### src/rtl/yuv444_to_422.sv
// 4:4:4 to 4:2:2 chroma subsampler with a small output FIFO; emits {Y0,Cb} then {Y1,Cr}.
// Optional build macro YUV422_ROUND_EN: round-half-up chroma average (default: floor).
module yuv444_to_422 #(
    parameter int FIFO_DEPTH = 4,
    parameter int DW         = 16
) (
    input  logic          clock,
    input  logic          rst_n,
    input  logic          in_valid,
    output logic          in_ready,
    input  logic [DW-1:0] in_y,
    input  logic [DW-1:0] in_u,
    input  logic [DW-1:0] in_v,
    input  logic          in_eol,
    output logic          out_valid,
    input  logic          out_ready,
    output logic [DW-1:0] out_y,
    output logic [DW-1:0] out_c,
    output logic          out_eol
);

    localparam int AW = $clog2(FIFO_DEPTH);
    localparam int CW = AW + 1;

`ifdef YUV422_ROUND_EN
    localparam logic [DW:0] RND = (DW+1)'(1);
`else
    localparam logic [DW:0] RND = '0;
`endif

    typedef enum logic {EVEN = 1'b0, ODD = 1'b1} phase_t;

    phase_t        r_state;
    logic [DW-1:0] r_y0, r_u0, r_v0;
    logic [DW-1:0] r_fy [FIFO_DEPTH];
    logic [DW-1:0] r_fc [FIFO_DEPTH];
    logic          r_fe [FIFO_DEPTH];
    logic [AW-1:0] r_wr_ptr, r_rd_ptr;
    logic [CW-1:0] r_count;

    logic [CW-1:0] w_free;
    logic          w_xfer, w_push, w_pop;
    logic [DW:0]   w_su, w_sv;
    logic [DW-1:0] w_cb, w_cr;
    logic          w_unused_lsb;
    logic [DW-1:0] w_e0_y, w_e0_c, w_e1_y, w_e1_c;
    logic          w_e1_eol;

    assign w_free   = CW'(FIFO_DEPTH) - r_count;
    assign in_ready = (w_free >= CW'(2));
    assign w_xfer   = in_valid & in_ready;
    assign w_push   = w_xfer & ((r_state == ODD) | in_eol);
    assign w_pop    = out_valid & out_ready;

    // Sign-extended DW+1 sum; taking bits [DW:1] is the arithmetic shift right by one.
    assign w_su         = {r_u0[DW-1], r_u0} + {in_u[DW-1], in_u} + RND;
    assign w_sv         = {r_v0[DW-1], r_v0} + {in_v[DW-1], in_v} + RND;
    assign w_cb         = w_su[DW:1];
    assign w_cr         = w_sv[DW:1];
    assign w_unused_lsb = w_su[0] ^ w_sv[0];

    always_comb begin
        w_e0_y   = in_y;
        w_e0_c   = in_u;
        w_e1_y   = in_y;
        w_e1_c   = in_v;
        w_e1_eol = 1'b1;
        if (r_state == ODD) begin
            w_e0_y   = r_y0;
            w_e0_c   = w_cb;
            w_e1_c   = w_cr;
            w_e1_eol = in_eol;
        end
    end

    always_ff @(posedge clock) begin
        if (!rst_n) begin
            r_state  <= EVEN;
            r_y0     <= '0;
            r_u0     <= '0;
            r_v0     <= '0;
            r_wr_ptr <= '0;
            r_rd_ptr <= '0;
            r_count  <= '0;
        end else begin
            if (w_xfer) begin
                if (r_state == EVEN) begin
                    r_y0 <= in_y;
                    r_u0 <= in_u;
                    r_v0 <= in_v;
                    // A lone pixel at end of line is emitted immediately, so pairing stays EVEN.
                    r_state <= in_eol ? EVEN : ODD;
                end else begin
                    r_state <= EVEN;
                end
            end
            if (w_push)
                r_wr_ptr <= r_wr_ptr + AW'(2);
            if (w_pop)
                r_rd_ptr <= r_rd_ptr + AW'(1);
            r_count <= r_count + (w_push ? CW'(2) : '0) - (w_pop ? CW'(1) : '0);
        end
    end

    always_ff @(posedge clock) begin
        if (w_push) begin
            r_fy[r_wr_ptr]          <= w_e0_y;
            r_fc[r_wr_ptr]          <= w_e0_c;
            r_fe[r_wr_ptr]          <= 1'b0;
            r_fy[r_wr_ptr + AW'(1)] <= w_e1_y;
            r_fc[r_wr_ptr + AW'(1)] <= w_e1_c;
            r_fe[r_wr_ptr + AW'(1)] <= w_e1_eol;
        end
    end

    // Head is masked while empty so outputs read zero after reset.
    assign out_valid = (r_count != '0);
    assign out_y     = out_valid ? r_fy[r_rd_ptr] : '0;
    assign out_c     = out_valid ? r_fc[r_rd_ptr] : '0;
    assign out_eol   = out_valid ? r_fe[r_rd_ptr] : 1'b0;

endmodule

### config.mk
export PLATFORM = sky130hd
export DESIGN_NAME = yuv444_to_422
export DESIGN_NICKNAME = d
export VERILOG_FILES = /design/src/rtl/yuv444_to_422.sv
export SDC_FILE = /design/constraint.sdc
export NUM_CORES = 1
export LEC_CHECK = 0
export CORE_MARGIN = 10
export CORE_UTILIZATION = 45
export DETAILED_ROUTE_END_ITERATION = 16
export HOLD_SLACK_MARGIN = 0.02
export PLACE_DENSITY = 0.68
export SLEW_MARGIN = 5
export SYNTH_ARGS = -nofsm -noshare
export SYNTH_HDL_FRONTEND = slang
export SYNTH_SLANG_ARGS = --single-unit
### constraint.sdc
create_clock -name clock -period 5.2 [get_ports clock]
set_clock_uncertainty 0.1 [all_clocks]
set_input_delay 1.04 -clock clock [delete_from_list [all_inputs] [get_ports clock]]
set_output_delay 1.04 -clock clock [all_outputs]
set_load 0.02 [all_outputs]
==> results of run 1 <==
-- worst reg2reg max path: stages, from the launching register on --
cell,delay [ns]
dfxtp_1,0.32
inv_1,0.07
ha_1,0.20
ha_1,0.26
or3b_1,0.19
and2_1,0.62
o21ai_0,0.51
nor2_4,0.17
buf_4,0.72
-- synth_stat cells (all sizes together), types with 3 or more instances --
master | instances | area, um2
buf | 9 | 41.3
mux4 | 32 | 721
xnor2 | 16 | 140
and2 | 43 | 269
nor2 | 21 | 78.8
dfxtp | 57 | 1140
o211ai | 3 | 22.5
a211o | 4 | 36.3
o21ai | 14 | 70.1
o31ai | 4 | 30.0
a31oi | 5 | 31.3
edfxtp | 130 | 3900
mux2 | 37 | 417
o21a | 5 | 37.5
a2111oi | 3 | 63.8
ha | 36 | 450
nand4 | 6 | 37.5
nand2 | 114 | 428
a21oi | 23 | 119
a21boi | 48 | 360
nor2b | 3 | 18.8
or3 | 4 | 25.0
inv | 13 | 48.8
nand3 | 6 | 30.0
clkbuf | 27 | 101
a21o | 8 | 60.1
nor3 | 3 | 15.0
xor2 | 9 | 78.8
and3 | 4 | 25.0
-- final timing paths --
check                          endpoint  slack (ns)             startpoint  cells past startpoint
setup / recovery               out_y[2]        1.08              flip-flop                      4
hold / removal    r_y0[14]$_SDFFE_PN0P_        0.37  r_y0[14]$_SDFFE_PN0P_                      2
setup reg to reg   r_fc[3][1]$_DFFE_PP_        1.63  r_count[0]$_SDFF_PN0_                      8
hold reg to reg   r_y0[14]$_SDFFE_PN0P_        0.37  r_y0[14]$_SDFFE_PN0P_                      2
-- kinds of logic after synthesis --
| kind of cell | synth area share [%] |
|---|---|
| compound gates | 10.7 |
| xor+xnor | 2.42 |
| fa+ha+maj | 5.42 |
| buf+inv | 2.12 |
| flops | 55.8 |
| mux | 12.7 |
| simple gates | 10.9 |
-- metal layers --
layer | global-route usage, % | vias up
met4 | 4.51 | 0
li1 | - | 2793
met1 | 18.4 | 2905
met2 | 27.0 | 133
met3 | 4.55 | 15
met5 | 0 | -
-- power by group through the flow --
stage	combinational, mW	sequential [mW]	clock, mW
global placement	2.12	2.10	0
CTS	2.18	2.09	1.22
detailed placement	2.17	2.12	0
global route	2.35	2.12	1.27
finish	2.15	2.08	1.19
floorplan	1.47	2.04	0
-- per-stage QoR --
stage / area [um2] / util (%) / std cells / hold slack (ns) / power, mW
global placement: 10200 / 52.1 / 1038 / 0.347 / 4.22
global route: 10700 / 54.8 / 1070 / 0.383 / 5.74
detailed placement: 10200 / 52.1 / 1038 / 0.357 / 4.29
finish: 10700 / 54.8 / 1070 / 0.368 / 5.42
floorplan: 9040 / - / 712 / 0.340 / 3.51
CTS: 10700 / 54.8 / 1070 / 0.368 / 5.48
-- placed cells by master, fill, tap and decap left out, drive strengths merged, types with 18 or more instances in the layout --
master and n:
nor2 21, nand2 114, dfxtp 57, a21boi 48, mux4 32, and2 43, clkdlybuf4s50 87, edfxtp 130
inv 18, a21oi 23, ha 36, mux2 37
-- cell type report --
class                      instances  area [um2]  share of cell area (%)
clock buffer                      17         425                    3.96
clock inverter                    15         114                    1.06
inverter                          13        48.8                   0.454
multi-input combinational        476        3820                    35.6
sequential                       187        5050                    47.0
tap                              265         332                    3.09
timing repair buffer              97         946                    8.81
-- flip-flops by register name, indices dropped and copies added (netlist names), named ones only --
name	cells
r_y0	16
r_fc	64
r_state	1
r_wr_ptr	1
r_rd_ptr	2
r_v0	16
r_fy	64
r_count	3
r_fe	2
r_u0	16
==> results_dict.tcl, run 1 <==
set metrics [dict create \
    die_w_um 162 \
    portBuffers 87 \
    post_cts_resized 0 \
    relSlewSlack_pct 32.9 \
    cell_internal_pwr_mw 3.53 \
    p_sw_mw 1.89 \
    drc 0 \
    grt_pass1_vias 6138 \
    cp.arrival_ns 2.98 \
    p_leak_nw 3.77 \
    num_rows 51 \
    cp-start-kind "flip-flop" \
    die_y_um 162 \
    grt_pass1_wl_um 32400 \
    grtUsageTotal_pct 15.6 \
    hold_viol 0 \
    cts_root_buf "clkbuf_16" \
    cts.clk_slew.worst_paths_ns 0.07 \
    vdd_drop_max_v 0.000245 \
    coreArea_um2 19600 \
    setup_violations 0 \
    ant_nets 0 \
    grt_overflow 0 \
    grt_setup_unrepaired "false" \
    worst_pin_slew_ns 1.00 \
    cp_top_family "buffers and inverters" \
    layout-drive-gt1-share_pct 15.4 \
    drv_slew 0 \
    ys_ff_latch 187 \
    diodes 0 \
    power_density_nw_per_um2 505 \
    io_pins 88 \
    period_share_pct 79.3 \
    cts_tree "built" \
    criticalPathCategory "reg2out" \
    routedWlPerCell_um 18.8 \
    first_pass_iters 5 \
    crit_path_cell_trace "buf_4, mux4_2, and2_1, clkdlybuf4s50_1" \
    drtIter0Drc 325 \
    wl_met2_um 10100 \
    via_per_inst 5.46 \
    timing.final.ws_setup_ns 1.08 \
    async_flop_share_pct 0 \
    postCtsSetupBuffers 0 \
    wl_um 20100 \
    clockPowerShare_pct 22.0 \
    cts_buffer_depth 2 \
    synth-edff-count 130 \
    synth.distinct_cells 54 \
    cp-end-kind "output pin" \
    synthCells 712 \
    crit_path_max_fanout 20 \
    cp_slowest_cell "dfxtp_2" \
    avgSynthCellArea_um2 12.7 \
    grt_max_degree 66 \
    ys_seq_area_share_pct 55.8 \
    required_ns 4.06 \
    setup_tns_ns 0 \
    min_period_ns 4.12 \
    clock-sinks 187 \
    antenna_found_initial 0 \
    p_sw_share_pct 34.9 \
    postCtsHoldBufs 0 \
    status "completed" \
    wl_met3_um 1070 \
    vias 5846 \
    seqPwrFrac_pct 38.4 \
    critPathMaxStageDelay_ns 0.83 \
    place.gp.congestion 0.819 \
    nets 883 \
    pwr-share-comb_pct 39.6 \
    fmax_mhz 243 \
    cts_max_level 4 \
    area_growth_pct 18.7 \
    start_util_pct 46.2 \
    ys.flop_type "edfxtp_1" \
    yosys_warnings 0 \
    n_fill_cell 1643 \
    wl_met1_um 8670 \
    path_buf_inv 2 \
    min_path_type "reg2reg" \
    insertion_delay_ns 0.43 \
    syn_area_um2 9040 \
    synthesis.nets 803 \
    dp_hpwl_um 13600 \
    die_area_um2 26200 \
    cap_violations 0 \
    highest_layer "met4" \
    cts_buffers 17 \
    place_ws_ns 1.07 \
]
No activity file was read; power rests on OpenSTA's default activity.
==> inputs of run 2 (changes only) <==
==> constraint.sdc (replaced) <==
create_clock -name clock -period 3.3 [get_ports clock]
set_clock_uncertainty 0.1 [all_clocks]
set_input_delay 0.66 -clock clock [delete_from_list [all_inputs] [get_ports clock]]
set_output_delay 0.66 -clock clock [all_outputs]
set_load 0.02 [all_outputs]
==> results_dict.tcl, run 2 (synthesis gave the netlist of run 1 again) <==
set metrics [dict create \
    status "completed" \
    portBuffers 87 \
    num_rows 51 \
    cp-end-kind "output pin" \
    cts.clk_slew.worst_paths_ns 0.08 \
    diodes 0 \
    die_y_um 162 \
    n_fill_cell 1624 \
    timing.final.ws_setup_ns 0.156 \
    crit_path_cell_trace "inv_1, ha_1, ha_1, inv_1, buf_4, and2_1, clkdlybuf4s50_1" \
    cp_slowest_cell "clkdlybuf4s50_1" \
    postCtsSetupBuffers 0 \
    wl_um 19900 \
    criticalPathCategory "reg2out" \
    grt_max_degree 57 \
    io_pins 88 \
    grt_pass1_vias 6266 \
    cts_max_level 4 \
    area_growth_pct 22.5 \
    grt_pass1_wl_um 32500 \
    critPathMaxStageDelay_ns 0.62 \
    cts_root_buf "clkbuf_16" \
    ant_nets 0 \
    postCtsHoldBufs 0 \
    required_ns 2.54 \
    die_w_um 162 \
    clock-sinks 187 \
    cts_buffer_depth 2 \
    vias 5892 \
    crit_path_max_fanout 23 \
    period_share_pct 95.3 \
    drv_slew 0 \
    cp_top_family "buffers and inverters" \
    insertion_delay_ns 0.43 \
    worst_pin_slew_ns 0.583 \
    vdd_drop_max_v 0.000433 \
    relSlewSlack_pct 61.1 \
    antenna_found_initial 0 \
    cp-start-kind "flip-flop" \
    cts_buffers 17 \
    cap_violations 0 \
    setup_tns_ns 0 \
    start_util_pct 46.2 \
    min_path_type "reg2reg" \
    placed_cells 1071 \
    place.gp.congestion 0.844 \
    hold_viol 0 \
    drc 0 \
    cts_tree "built" \
    drtIter0Drc 301 \
    post_cts_resized 1 \
    path_buf_inv 4 \
    layout-drive-gt1-share_pct 18.9 \
    cp.arrival_ns 2.38 \
    nets 916 \
    grt_overflow 0 \
    final_common_cell "edfxtp_1" \
    dp_hpwl_um 13800 \
    grt_setup_unrepaired "false" \
    die_area_um2 26200 \
    coreArea_um2 19600 \
    final_cell_count_no_fill 1103 \
    routedWlPerCell_um 18.1 \
    first_pass_iters 5 \
    fmax_mhz 318 \
    grtUsageTotal_pct 15.5 \
    min_period_ns 3.14 \
    final_cell_mix "edfxtp_1 (130), nand2_1 (114), clkdlybuf4s50_1 (87)" \
    power_density_nw_per_um2 797 \
    p_leak_nw 3.96 \
    via_per_inst 5.34 \
    place_ws_ns -0.237 \
    reg_top3 "r_fc x64, r_fy x64" \
    setup_violations 0 \
]
run 2: cell count changes in the layout (fill, tap and decap cells not counted), moves of 2 or more:
cell and change:
clkinv_2 -3, clkinv_8 +6, buf_12 +2, buf_4 +31
run 2: tightest hold or removal path, stage by stage (launching register included):
cell and delay, ns:
dfxtp_1 0.31, nand2_1 0.04, a21boi_0 0.06
run 2: final timing paths:
path	start	end	cells after the start	slack (ns)
worst max-delay path	r_count[1]$_SDFF_PN0_	out_c[5]	7	0.16
worst min-delay path	r_y0[7]$_SDFFE_PN0P_	r_y0[7]$_SDFFE_PN0P_	2	0.37
worst max register to register	r_u0[0]$_SDFFE_PN0P_	r_fc[2][15]$_DFFE_PP_	8	0.54
worst min register to register	r_y0[7]$_SDFFE_PN0P_	r_y0[7]$_SDFFE_PN0P_	2	0.37
run 2: per-stage QoR:
step	hold slack (ns)	area, um2	util, %	power [mW]
after detailed placement	0.358	10500	53.4	6.93
after global placement	0.347	10500	53.4	6.83
after floorplan	0.340	9050	-	5.53
after global routing	0.392	11100	56.5	9.38
after CTS	0.371	11100	56.5	8.94
final	0.365	11100	56.5	8.83
run 2: power by group:
part           leakage, nW  switching [mW]  internal [mW]
combinational         2.01            1.91           1.68
clock                0.289           0.975           1.02
sequential            1.66           0.189           3.05
total                 3.96            3.08           5.75
run 2: layout make-up:
class / instances / area, um2 / share of cell area (%)
flip-flops and latches: 187 / 5050 / 45.6
multi-input cells: 476 / 3820 / 34.5
repair buffers: 130 / 1220 / 11.0
clock buffers: 17 / 425 / 3.84
well taps: 265 / 332 / 2.99
clock inverters: 15 / 176 / 1.59
inverters: 13 / 48.8 / 0.441
run 2: routing by layer:
layer  routed length, um  up-vias  part of all wire (%)  track usage (%)
met5                   0        -                     0                0
met4                 166        0                  0.83             3.23
met3                 920       15                   4.6             3.74
met2                9920      137                    50             26.4
met1                8900     2880                    45             19.5
li1                    -     2860                     -                -
==> inputs of run 3 (changes only) <==
--- a/config.mk
+++ b/config.mk
@@ -5,12 +5,13 @@
 export SDC_FILE = /design/constraint.sdc
 export NUM_CORES = 1
 export LEC_CHECK = 0
+export CAP_MARGIN = 20
 export CORE_MARGIN = 10
 export CORE_UTILIZATION = 45
 export DETAILED_ROUTE_END_ITERATION = 16
 export HOLD_SLACK_MARGIN = 0.02
 export PLACE_DENSITY = 0.68
-export SLEW_MARGIN = 5
+export SLEW_MARGIN = 10
 export SYNTH_ARGS = -nofsm -noshare
 export SYNTH_HDL_FRONTEND = slang
 export SYNTH_SLANG_ARGS = --single-unit
==> results of run 3 <==
Same layout as run 2: the final DEF is identical, and so are final timing and power.
